## src/rtl/mac_operand_feeder.sv

```systemverilog
// mac_operand_feeder: fetches one conv 5x5 window (25 taps) or one FC row
// (192 taps) from the feature and weight RAMs. It streams the operand pairs
// into the signed MAC, inserts the accumulator's capture gap, and pulses done
// in the cycle the MAC result is valid.
module mac_operand_feeder #(
    parameter int FADDR_W = 10,
    parameter int WADDR_W = 14
) (
    input  logic               clk,
    input  logic               reset,
    input  logic               start,
    input  logic [2:0]         layer,
    input  logic [FADDR_W-1:0] f_base,
    input  logic [FADDR_W-1:0] row_stride,
    input  logic [WADDR_W-1:0] w_base,
    output logic               f_rd,
    output logic [FADDR_W-1:0] f_addr,
    input  logic [15:0]        f_data,
    output logic               w_rd,
    output logic [WADDR_W-1:0] w_addr,
    input  logic [15:0]        w_data,
    output logic               mac_enable,
    output logic signed [15:0] mac_a,
    output logic signed [15:0] mac_b,
    output logic [2:0]         mac_layer,
    output logic               busy,
    output logic               done,
    output logic               err
);

    localparam int CONV_TAPS = 25;
    localparam int FC_TAPS   = 192;
    localparam int CONV_COLS = 5;

    typedef enum logic [1:0] {
        ST_IDLE,
        ST_FETCH,
        ST_GAP,
        ST_DONE
    } state_t;

    state_t state_q, state_d;

    // Tap bookkeeping for the current run.
    logic [7:0]         tap_q, tap_d;
    logic [7:0]         last_tap_q, last_tap_d;
    logic [2:0]         col_q, col_d;
    logic               is_conv_q, is_conv_d;
    logic [FADDR_W-1:0] row_ptr_q, row_ptr_d;
    logic [FADDR_W-1:0] stride_q, stride_d;

    // RAM read side. One read strobe serves both RAMs.
    logic               rd_q, rd_d;
    logic [FADDR_W-1:0] f_addr_q, f_addr_d;
    logic [WADDR_W-1:0] w_addr_q, w_addr_d;

    // Operand pipe: rd_valid marks the cycle in which RAM data is present.
    logic               rd_valid_q, rd_valid_d;
    logic               mac_enable_q, mac_enable_d;
    logic signed [15:0] mac_a_q, mac_a_d;
    logic signed [15:0] mac_b_q, mac_b_d;
    logic [2:0]         layer_q, layer_d;

    // Status pulses and levels.
    logic               busy_q, busy_d;
    logic               done_q, done_d;
    logic               err_q, err_d;

    logic               layer_legal;
    logic               last_tap;
    logic               col_wrap;
    logic [FADDR_W-1:0] next_row_ptr;

    assign layer_legal  = (layer <= 3'd2);
    assign last_tap     = (tap_q == last_tap_q);
    assign col_wrap     = is_conv_q && (col_q == 3'(CONV_COLS - 1));
    assign next_row_ptr = row_ptr_q + stride_q;

    // Next-state, address generation and operand pipe.
    always_comb begin
        state_d      = state_q;
        tap_d        = tap_q;
        last_tap_d   = last_tap_q;
        col_d        = col_q;
        is_conv_d    = is_conv_q;
        row_ptr_d    = row_ptr_q;
        stride_d     = stride_q;
        rd_d         = 1'b0;
        f_addr_d     = f_addr_q;
        w_addr_d     = w_addr_q;
        layer_d      = layer_q;
        err_d        = 1'b0;

        // RAM data lands one cycle after the read; register it as operands.
        rd_valid_d   = rd_q;
        mac_enable_d = rd_valid_q;
        mac_a_d      = mac_a_q;
        mac_b_d      = mac_b_q;
        if (rd_valid_q) begin
            mac_a_d = $signed(f_data);
            mac_b_d = $signed(w_data);
        end

        case (state_q)
            ST_IDLE, ST_DONE: begin
                state_d = ST_IDLE;
                if (start) begin
                    if (layer_legal) begin
                        state_d    = ST_FETCH;
                        rd_d       = 1'b1;
                        tap_d      = 8'd0;
                        col_d      = 3'd0;
                        is_conv_d  = (layer != 3'd2);
                        last_tap_d = (layer == 3'd2) ? 8'(FC_TAPS - 1) : 8'(CONV_TAPS - 1);
                        row_ptr_d  = f_base;
                        stride_d   = row_stride;
                        f_addr_d   = f_base;
                        w_addr_d   = w_base;
                        layer_d    = layer;
                    end else begin
                        err_d = 1'b1;
                    end
                end
            end

            ST_FETCH: begin
                if (last_tap) begin
                    state_d = ST_GAP;
                end else begin
                    rd_d     = 1'b1;
                    tap_d    = tap_q + 8'd1;
                    w_addr_d = w_addr_q + WADDR_W'(1);
                    if (col_wrap) begin
                        col_d     = 3'd0;
                        row_ptr_d = next_row_ptr;
                        f_addr_d  = next_row_ptr;
                    end else begin
                        col_d    = col_q + 3'd1;
                        f_addr_d = f_addr_q + FADDR_W'(1);
                    end
                end
            end

            ST_GAP: begin
                // Leave once the pipe has drained and one idle capture cycle has passed.
                if (!rd_valid_q && !mac_enable_q) begin
                    state_d = ST_DONE;
                end
            end

            default: begin
                state_d = ST_IDLE;
            end
        endcase

        busy_d = (state_d == ST_FETCH) || (state_d == ST_GAP);
        done_d = (state_d == ST_DONE);
    end

    // State and datapath registers; reset clears every output at once.
    always_ff @(posedge clk or posedge reset) begin
        if (reset) begin
            state_q      <= ST_IDLE;
            tap_q        <= '0;
            last_tap_q   <= '0;
            col_q        <= '0;
            is_conv_q    <= 1'b0;
            row_ptr_q    <= '0;
            stride_q     <= '0;
            rd_q         <= 1'b0;
            f_addr_q     <= '0;
            w_addr_q     <= '0;
            rd_valid_q   <= 1'b0;
            mac_enable_q <= 1'b0;
            mac_a_q      <= '0;
            mac_b_q      <= '0;
            layer_q      <= '0;
            busy_q       <= 1'b0;
            done_q       <= 1'b0;
            err_q        <= 1'b0;
        end else begin
            state_q      <= state_d;
            tap_q        <= tap_d;
            last_tap_q   <= last_tap_d;
            col_q        <= col_d;
            is_conv_q    <= is_conv_d;
            row_ptr_q    <= row_ptr_d;
            stride_q     <= stride_d;
            rd_q         <= rd_d;
            f_addr_q     <= f_addr_d;
            w_addr_q     <= w_addr_d;
            rd_valid_q   <= rd_valid_d;
            mac_enable_q <= mac_enable_d;
            mac_a_q      <= mac_a_d;
            mac_b_q      <= mac_b_d;
            layer_q      <= layer_d;
            busy_q       <= busy_d;
            done_q       <= done_d;
            err_q        <= err_d;
        end
    end

    assign f_rd       = rd_q;
    assign w_rd       = rd_q;
    assign f_addr     = f_addr_q;
    assign w_addr     = w_addr_q;
    assign mac_enable = mac_enable_q;
    assign mac_a      = mac_a_q;
    assign mac_b      = mac_b_q;
    assign mac_layer  = layer_q;
    assign busy       = busy_q;
    assign done       = done_q;
    assign err        = err_q;

endmodule

```

## config.mk

```make
export PLATFORM = sky130hd
export DESIGN_NAME = mac_operand_feeder
export DESIGN_NICKNAME = d
export VERILOG_FILES = /design/src/rtl/mac_operand_feeder.sv
export SDC_FILE = /design/constraint.sdc
export NUM_CORES = 1
export LEC_CHECK = 0
export ABC_CLOCK_PERIOD_IN_PS = 2700
export BUFFER_PORTS_ARGS = -buffer_cell sky130_fd_sc_hd__buf_2
export CAP_MARGIN = 10
export CELL_PAD_IN_SITES_DETAIL_PLACEMENT = 2
export CELL_PAD_IN_SITES_GLOBAL_PLACEMENT = 2
export CORE_MARGIN = 2
export CORE_UTILIZATION = 30
export CTS_BUF_LIST = sky130_fd_sc_hd__clkbuf_2 sky130_fd_sc_hd__clkbuf_4 sky130_fd_sc_hd__clkbuf_8
export DETAILED_ROUTE_END_ITERATION = 8
export PLACE_DENSITY = 0.87
export SETUP_SLACK_MARGIN = 0.02
export SLEW_MARGIN = 5
export SYNTH_ARGS = -nofsm -noshare
export SYNTH_HDL_FRONTEND = slang
export SYNTH_SLANG_ARGS = --single-unit
```

## constraint.sdc

```tcl
create_clock -name clk -period 2.7 [get_ports clk]
set_input_delay 0.135 -clock clk [delete_from_list [all_inputs] [get_ports clk]]
set_output_delay 0.135 -clock clk [all_outputs]
set_load 0.005 [all_outputs]
```

==> impl_metrics.yaml, run 1 <==
final_layout:
  drive_gt1_share_pct: 33.1
  multi_input_area_mm2: 0.00246
  antenna_cells: 0
  finalNetCount: 765
  fillers: 1820
  area_growth_pct: 32.0
  register_area_mm2: 0.00253
sta:
  holdWs_ns: 0.0206
  finalHoldViolCount: 0
  tns_ns: 0
  report.final.slew_viol_count: 0
  skew_ns: 0.0250
  setup_viol: 0
  fmax_mhz: 398
  fin_crit_sh_pct: 93.1
  min_period_ns: 2.51
  tightest_slew_ns: 0.866
  relSlewSlack_pct: 42.2
  rsz0062_at_grt: "no"
power_and_ir_drop:
  seq_power_share_pct: 44.2
  leakage_nw: 3.06
  power_switching_w: 0.00192
  intPower_w: 0.00301
  power_w: 0.00494
  p_clk_share_pct: 21.3
  netSwitchingFraction_pct: 38.9
  p_per_area_mw_per_mm2: 729
  peakVddDrop_v: 0.000345
  comb_power_share_pct: 34.5
synthesis:
  synth.distinct_cells: 63
  syn_area_per_cell_um2: 10.4
  synth_seq_cells: 101
  ys.flop_type: "dfrtp_1"
  syn_nets: 584
  synth_common_cells: "dfrtp_1, nand2_1, mux2_2, a21oi_1, nor2_1"
  syn_inst: 494
  synth.cell_area_mm2: 0.00513
  synth_top_area_share_pct: 49.3
  synthTopCellsByArea: "dfrtp_1, mux2_2, ha_1, a21oi_1, nand2_1"
  ys_seq_area_share_pct: 49.3
  yosysWarnings: 0
  synth_edf_count: 0
  yosysMostFrequentCell: "dfrtp_1"
  synth-async-reset-ratio_pct: 100
  synth_top_area_cell: "dfrtp_1"
worst_setup_path:
  slowest_stage: "fa_1"
  cp_max_fo: 3
  startpoint_type: "register"
  cp_data_arrival_time_ns: 2.82
  reg2reg_from: "row_ptr_q[0]$_DFFE_PP0P_"
  cp_slowest_stage_delay_ns: 0.43
  timing.critical_path.to_type: "register"
  worstPathCellList: "ha_1 -> fa_1 -> a21o_1 -> a221oi_1 -> nand2b_1 -> xor2_1 -> a2111oi_2 -> nor2_1"
  worstSetupStartpoint: "row_ptr_q[0]$_DFFE_PP0P_"
  crit_type: "reg -> reg"
  worstPathRequired_ns: 3.00
  critPathTopFamily: "compound AO/OA/AOI/OAI gates"
  path_buf_inv: 0
hold_path:
  min_from: "f_base[5]"
  hp-class: "in -> reg"
die:
  start_util_pct: 30.8
  rows: 47
  fp.dieH_um: 135
  core_area_mm2: 0.0166
  die_w_um: 135
  ios: 137
  dieArea_mm2: 0.0182
detailed_routing:
  wl_per_cell_um: 20.8
  drt_iter0_drc: 196
  dr.pass1.iters: 4
  num_vias: 4618
  routed_wirelength_mm: 18.7
  drt-vias-per-instance: 5.13
  drcViolationCount: 0
  drtAntennaViolNets: 0
clock_tree:
  htree_levels: 3
  cts_tree: "done"
  cts_sinks: 101
  cts-root-buf: "clkbuf_8"
  cts_buffer_depth: 2
  cts-buffers-inserted: 9
  clk_latency_ns: 0.41
  path_clk_slew_ns: 0.12
global_routing:
  grt_pass1_wl_mm: 30.3
  grt_use_met3_pct: 4.47
  grt_usage_pct: 21.5
  grt-busiest-layer: "met2"
  grt_pass1_vias: 5434
  gr-total-overflow: 0
  grt_util_met1_pct: 24.5
  grt_use_met2_pct: 40.3
  grt_max_degree: 51
  antenna_found_initial: 0
run_status:
  status: "finished clean"
placement:
  place_congestion: 0.824
  dp_hpwl_mm: 12.6
  io_buffer_count: 136
flow_run:
  maxCapViolCount: 0
## kinds of logic after synthesis
family                   after synthesis  synth area share (%)
XOR/XNOR                              17                  2.90
buffers and inverters                 39                  3.07
AO/OA/AOI/OAI                        127                  16.2
AND/OR/NAND/NOR                      144                  13.7
adder cells (fa/ha/maj)               18                  4.54
multiplexers                          48                  10.4
flip-flops                           101                  49.3
## power groups by stage
stage	Combinational [W]	Clock [W]	Sequential [W]
after floorplan	0.000956	0	0.00213
after global placement	0.00149	0	0.00216
after detailed placement	0.00162	0	0.00220
after CTS	0.00169	0.00107	0.00217
after global routing	0.00188	0.00115	0.00223
final	0.00170	0.00105	0.00218
## through the flow
step	setup slack (ns)	area, um2	utilization, %	instances
detailed placement	0.132	6120	36.8	840
global placement	0.214	6120	36.8	840
CTS	0.127	6770	40.7	900
finish	0.185	6770	40.7	900
global route	0.0445	6770	40.7	900
floorplan	0.430	5130	-	494
## metal layers
layer | vias up | share of wire, %
li1 | 2133 | -
met1 | 2354 | 40
met2 | 108 | 54
met3 | 23 | 4.9
met4 | 0 | 1.7
met5 | - | 0
## flip-flops by register name (all words and copies together) (netlist names), 2 cells and up
| signal | cells |
|---|---|
| state_q | 2 |
| stride_q | 10 |
| mac_a | 16 |
| tap_q | 8 |
| row_ptr_q | 10 |
| f_addr | 10 |
| last_tap_q | 2 |
| mac_b | 16 |
| mac_layer | 3 |
| w_addr | 14 |
| col_q | 3 |
## worst paths after layout
kind / endpoint / slack, ns / depth (start not counted)
setup reg to reg: f_addr[6]$_DFFE_PP0P_ / 0.19 / 8
hold reg to reg: mac_enable_d$_DFF_PP0_ / 0.49 / 0
min in group asynchronous: mac_a[12]$_DFFE_PP0P_ / 0.42 / 3
setup / recovery: f_addr[6]$_DFFE_PP0P_ / 0.19 / 8
max in group asynchronous: row_ptr_q[4]$_DFFE_PP0P_ / 1.50 / 4
hold / removal: f_addr[5]$_DFFE_PP0P_ / 0.02 / 3
## worst register-to-register path, stage by stage (launching register included)
cell	delay, ns
dfrtp_1	0.42
ha_1	0.27
fa_1	0.43
a21o_1	0.21
a221oi_1	0.35
nand2b_1	0.12
xor2_1	0.18
a2111oi_2	0.36
nor2_1	0.07
## cell type report
type / instances / area share, %
sequential: 101 / 37.3
inverter: 14 / 0.831
tap: 220 / 4.07
clock inverter: 7 / 1.24
clock buffer: 9 / 1.83
multi-input combinational: 354 / 36.3
timing repair buffer: 195 / 18.4
## cells in the final DEF (no fill, tap or decap), types with 3 or more instances in the layout
cell type	n
nor3_1	10
nand2b_1	5
buf_4	14
nand2_1	46
nor3b_1	3
ha_1	16
o21ai_0	23
buf_2	136
or3_1	4
o21ai_1	7
xor2_1	8
mux2_2	43
a21o_1	6
dfrtp_1	101
nor2b_1	3
nor2_1	30
inv_8	3
clkbuf_8	9
o22ai_1	7
a211oi_1	3
dlygate4sd3_1	44
and3_1	8
mux2i_1	5
nand3_1	15
inv_1	13
o211ai_1	5
a31oi_1	7
xnor2_1	9
a21oi_1	41
nand4_1	7
## what timing repair did
action                     4_1_cts  5_1_grt
resized for setup                0        2
hold endpoints to repair        79        0
setup endpoints to repair        0        1
buffers inserted                 0        0
hold buffers                    44        0
(Power assumes the default switching activity.)
==> inputs of run 2 (changes only) <==
Settings changed: GPL_TIMING_DRIVEN set to 0.
==> impl_metrics.yaml, run 2 (synthesis gave the netlist of run 1 again) <==
run_status:
  status: "finished clean"
clock_tree:
  cts-buffers-inserted: 9
  htree_levels: 3
  clk_latency_ns: 0.41
  path_clk_slew_ns: 0.11
  cts-root-buf: "clkbuf_8"
  cts_setup_buffers: 0
  cts_sinks: 101
  cts_tree: "done"
  cts_buffer_depth: 2
sta:
  min_period_ns: 2.50
  setup_viol: 0
  holdWs_ns: 0.0292
  fmax_mhz: 399
  skew_ns: 0.0178
  tns_ns: 0
  tightest_slew_ns: 0.794
  fin_crit_sh_pct: 92.7
  finalHoldViolCount: 0
  report.final.slew_viol_count: 0
  rsz0062_at_grt: "no"
  relSlewSlack_pct: 47.1
die:
  ios: 137
  fp.dieH_um: 135
  start_util_pct: 30.8
  die_w_um: 135
  dieArea_mm2: 0.0182
  core_area_mm2: 0.0166
  rows: 47
detailed_routing:
  drt_iter0_drc: 169
  drt-vias-per-instance: 5.27
  dr.pass1.iters: 4
  wl_per_cell_um: 22.8
  drtAntennaViolNets: 0
  drcViolationCount: 0
  routed_wirelength_mm: 20.8
  num_vias: 4807
flow_run:
  maxCapViolCount: 0
placement:
  place_congestion: 0.796
  io_buffer_count: 136
  dp_hpwl_mm: 13.6
  dpl.cell_count: 853
final_layout:
  area_growth_pct: 32.9
  stdcell_count: 913
  drive_gt1_share_pct: 32.0
  fillers: 1778
  finalNetCount: 778
  final_common_cell: "buf_2"
  antenna_cells: 0
  register_area_mm2: 0.00253
  layout_common_cells: "buf_2, dfrtp_1, nand2_1"
  multi_input_area_mm2: 0.00247
worst_setup_path:
  cp_max_fo: 3
  cp_data_arrival_time_ns: 2.79
  worstRegToRegCells: 8
  worstPathRequired_ns: 2.99
  slowest_stage: "fa_1"
  crit_type: "reg -> reg"
  rrSetupSlack_ns: 0.20
  reg2reg_from: "row_ptr_q[0]$_DFFE_PP0P_"
  path_buf_inv: 0
  startpoint_type: "register"
  r2r-end: "f_addr[6]$_DFFE_PP0P_"
  worstPathCellList: "ha_1 -> fa_1 -> a21o_1 -> a221oi_4 -> nand2b_1 -> xor2_1 -> a2111oi_2 -> nor2_1"
  cp_slowest_stage_delay_ns: 0.43
  timing.critical_path.to_type: "register"
  critPathTopFamily: "compound AO/OA/AOI/OAI gates"
hold_path:
  min_from: "f_base[3]"
  worstHoldPathCells: 3
  hp-class: "in -> reg"
  holdPathEnd: "f_addr[3]$_DFFE_PP0P_"
global_routing:
  antenna_found_initial: 0
  grt_max_degree: 30
  grt_usage_pct: 23.7
  grt_pass1_vias: 5573
  grt_pass1_wl_mm: 32.5
  gr-total-overflow: 0
power_and_ir_drop:
  leakage_nw: 3.07
  intPower_w: 0.00302
  peakVddDrop_v: 0.000445
  netSwitchingFraction_pct: 39.3
  p_per_area_mw_per_mm2: 730
  comb_power_share_pct: 35.3
  seq_power_share_pct: 44.2
  p_clk_share_pct: 20.5
  power_switching_w: 0.00196
run 2: cell count changes in the layout (fill, tap and decap cells not counted), sizes merged:
cell      delta
buf          -4
clkbuf      +17
clkinv       -1
clkinvlp     +1
run 2: per-layer routing:
layer / vias to the layer above / GRT usage [%] / share of wire (%)
li1: 2163 / - / -
met1: 2472 / 26.0 / 38
met2: 133 / 44.1 / 54
met3: 39 / 5.03 / 4.4
met4: 0 / 9.82 / 3.6
met5: - / 0 / 0
run 2: worst reg2reg max path: stages, from the launching register on:
cell and delay [ns]:
dfrtp_1 0.40, ha_1 0.25, fa_1 0.43, a21o_1 0.26, a221oi_4 0.33, nand2b_1 0.13, xor2_1 0.20, a2111oi_2 0.32
nor2_1 0.08
run 2: repair_timing:
| action | CTS | global route |
|---|---|---|
| setup endpoints to repair | 6 | 13 |
| gates cloned | 0 | 0 |
| hold buffers | 44 | 0 |
| pin swaps | 0 | 2 |
| endpoints found under the hold margin | 59 | 0 |
| resized for setup | 4 | 6 |
run 2: final cells by class:
cell class                      instances  share of cell area (%)
Multi-Input combinational cell        354                    36.2
Inverter                               14                   0.826
Timing Repair Buffer                  183                    17.3
Clock buffer                            9                    1.82
Buffer                                 25                    1.63
Clock inverter                          7                    1.10
Tap cell                              220                    4.04
Sequential cell                       101                    37.1
run 2: worst max path at each step:
| stage | slack, ns | start | to | depth (start not counted) |
|---|---|---|---|---|
| floorplan | 0.43 | row_ptr_q[0]$_DFFE_PP0P_ | f_addr[6]$_DFFE_PP0P_ | 8 |
| global placement | 0.09 | row_ptr_q[0]$_DFFE_PP0P_ | f_addr[6]$_DFFE_PP0P_ | 8 |
| detailed placement | 0.008 | state_q[1]$_DFF_PP0_ | w_addr[6]$_DFFE_PP0P_ | 7 |
| CTS | 0.04 | state_q[1]$_DFF_PP0_ | busy$_DFF_PP0_ | 7 |
| global route | 0.04 | state_q[1]$_DFF_PP0_ | f_addr[5]$_DFFE_PP0P_ | 7 |
| finish | 0.20 | row_ptr_q[0]$_DFFE_PP0P_ | f_addr[6]$_DFFE_PP0P_ | 8 |
run 2: through the flow:
stage / util, % / worst slack (ns) / power [W] / instance area, um2
CTS: 40.9 / 0.0399 / 0.00491 / 6800
global route: 41.0 / 0.0399 / 0.00529 / 6820
detailed placement: 37.0 / 0.00823 / 0.00381 / 6150
global placement: 36.6 / 0.0910 / 0.00367 / 6090
finish: 41.0 / 0.196 / 0.00498 / 6820
floorplan: - / 0.430 / 0.00309 / 5130
run 2: power groups by stage:
stage | clock [W] | combinational, W | sequential [W]
2_1_floorplan | 0 | 0.000956 | 0.00213
3_3_place_gp | 0 | 0.00151 | 0.00216
3_5_place_dp | 0 | 0.00162 | 0.00219
4_1_cts | 0.00103 | 0.00171 | 0.00217
5_1_grt | 0.00110 | 0.00194 | 0.00225
6_report | 0.00102 | 0.00176 | 0.00220
==> inputs of run 3 (changes only) <==
Settings changed: BUFFER_PORTS_ARGS -buffer_cell sky130_fd_sc_hd__buf_2 to not set, CORE_ASPECT_RATIO set to 0.7, CORE_UTILIZATION 30 to 37, DONT_BUFFER_PORTS set to 1, PLACE_DENSITY 0.87 to 0.88.
==> impl_metrics.yaml, run 3 (synthesis gave the netlist of run 1 again) <==
power_and_ir_drop:
  seq_power_share_pct: 47.6
  peakVddDrop_v: 0.000291
  intPower_w: 0.00284
  p_per_area_mw_per_mm2: 770
  leakage_nw: 2.60
  power_switching_w: 0.00198
  comb_power_share_pct: 31.2
  p_clk_share_pct: 21.1
  netSwitchingFraction_pct: 41.1
global_routing:
  grt_usage_pct: 29.7
  grt_pass1_wl_mm: 32.2
  antenna_found_initial: 0
  gr-total-overflow: 0
  grt_max_degree: 39
  grt_pass1_vias: 5230
hold_path:
  min_from: "w_base[2]"
  hp-class: "in -> reg"
detailed_routing:
  drt_iter0_drc: 325
  dr.pass1.iters: 5
  wl_per_cell_um: 28.4
  drcViolationCount: 0
  drt-vias-per-instance: 6.09
  routed_wirelength_mm: 21.6
  drtAntennaViolNets: 0
  num_vias: 4632
die:
  die_w_um: 145
  ios: 137
  core_area_mm2: 0.0134
  rows: 35
  dieArea_mm2: 0.0148
  start_util_pct: 38.4
  fp.dieH_um: 103
sta:
  report.final.slew_viol_count: 0
  worst_slack_ns: 0.108
  fin_crit_sh_pct: 96.0
  tightest_slew_ns: 0.911
  holdWs_ns: 0.00920
  skew_ns: 0.0265
  rsz0062_at_grt: "no"
  min_period_ns: 2.59
  relSlewSlack_pct: 39.3
  fmax_mhz: 386
  finalHoldViolCount: 0
  tns_ns: 0
  setup_viol: 0
worst_setup_path:
  critPathTopFamily: "compound AO/OA/AOI/OAI gates"
  worstPathCellList: "ha_1 -> o21ai_0 -> o21ai_0 -> a21oi_1 -> a31o_2 -> o31a_1"
  crit_type: "reg -> reg"
  timing.critical_path.to_type: "register"
  cp_max_fo: 5
  crit_path_frequent_cell: "o21ai_0"
  slowest_stage: "o21ai_0"
  startpoint_type: "register"
  worstSetupStartpoint: "stride_q[5]$_DFFE_PP0P_"
  path_buf_inv: 0
  cp_slowest_stage_delay_ns: 0.65
  worstPathRequired_ns: 3.01
  cp_data_arrival_time_ns: 2.90
  reg2reg_from: "stride_q[5]$_DFFE_PP0P_"
placement:
  pre_cts_ws_ns: -0.0442
  place_area_mm2: 0.00541
  place_congestion: 0.835
  io_buffer_count: 0
  dp_hpwl_mm: 12.6
clock_tree:
  cts_sinks: 101
  clk_latency_ns: 0.41
  cts-buffers-inserted: 9
  path_clk_slew_ns: 0.12
  cts-root-buf: "clkbuf_8"
  cts_buffer_depth: 2
  htree_levels: 3
  cts_tree: "done"
final_layout:
  antenna_cells: 0
  layout_common_cells: "dfrtp_1, dlygate4sd3_1, nand2_1"
  final_util_pct: 46.9
  area_growth_pct: 22.1
  fin_area_mm2: 0.00627
  drive_gt1_share_pct: 15.8
  finalNetCount: 661
  final_common_cell: "dfrtp_1"
flow_run:
  maxCapViolCount: 0
run_status:
  status: "finished clean"
==> run 3: what timing repair did <==
action	in CTS	in global routing
setup buffers	0	3
hold buffers	61	0
pin swaps	0	0
endpoints found under the setup margin	13	32
resized for setup	3	12
endpoints found under the hold margin	93	0
==> run 3: worst paths after layout <==
check / to / slack, ns / cells past startpoint
setup / recovery: row_ptr_q[7]$_DFFE_PP0P_ / 0.11 / 6
hold / removal: w_addr[2]$_DFFE_PP0P_ / 0.009 / 2
setup reg to reg: row_ptr_q[7]$_DFFE_PP0P_ / 0.11 / 6
hold reg to reg: mac_enable$_DFF_PP0_ / 0.50 / 0
max in group asynchronous: mac_b[4]$_DFFE_PP0P_ / 1.68 / 3
min in group asynchronous: row_ptr_q[4]$_DFFE_PP0P_ / 0.33 / 2
==> run 3: layout make-up <==
| cell class | count | area [um2] |
|---|---|---|
| sequential | 101 | 2530 |
| fill | 1353 | 7090 |
| buffer | 25 | 114 |
| inverter | 14 | 56.3 |
| clock buffer | 9 | 124 |
| timing repair buffer | 66 | 673 |
| tap | 185 | 231 |
| multi-input combinational | 354 | 2480 |
| clock inverter | 7 | 65.1 |
==> run 3: power groups by stage <==
stage / combinational, W / sequential, W / clock [W]
final: 0.00151 / 0.00230 / 0.00102
after detailed placement: 0.00126 / 0.00228 / 0
after global routing: 0.00162 / 0.00234 / 0.00110
after CTS: 0.00134 / 0.00225 / 0.00101
after global placement: 0.00115 / 0.00224 / 0
after floorplan: 0.000956 / 0.00213 / 0
==> run 3: per-layer routing <==
metal | part of all wire, % | track usage (%)
met5 | 0 | 0
met4 | 4.3 | 13.7
met3 | 7.5 | 8.08
met2 | 49 | 50.2
met1 | 39 | 35.8
==> run 3: per-stage QoR <==
stage | power, W | std cells
6_report | 0.00482 | 761
5_1_grt | 0.00506 | 761
2_1_floorplan | 0.00309 | 494
4_1_cts | 0.00460 | 758
3_3_place_gp | 0.00339 | 679
3_5_place_dp | 0.00354 | 681
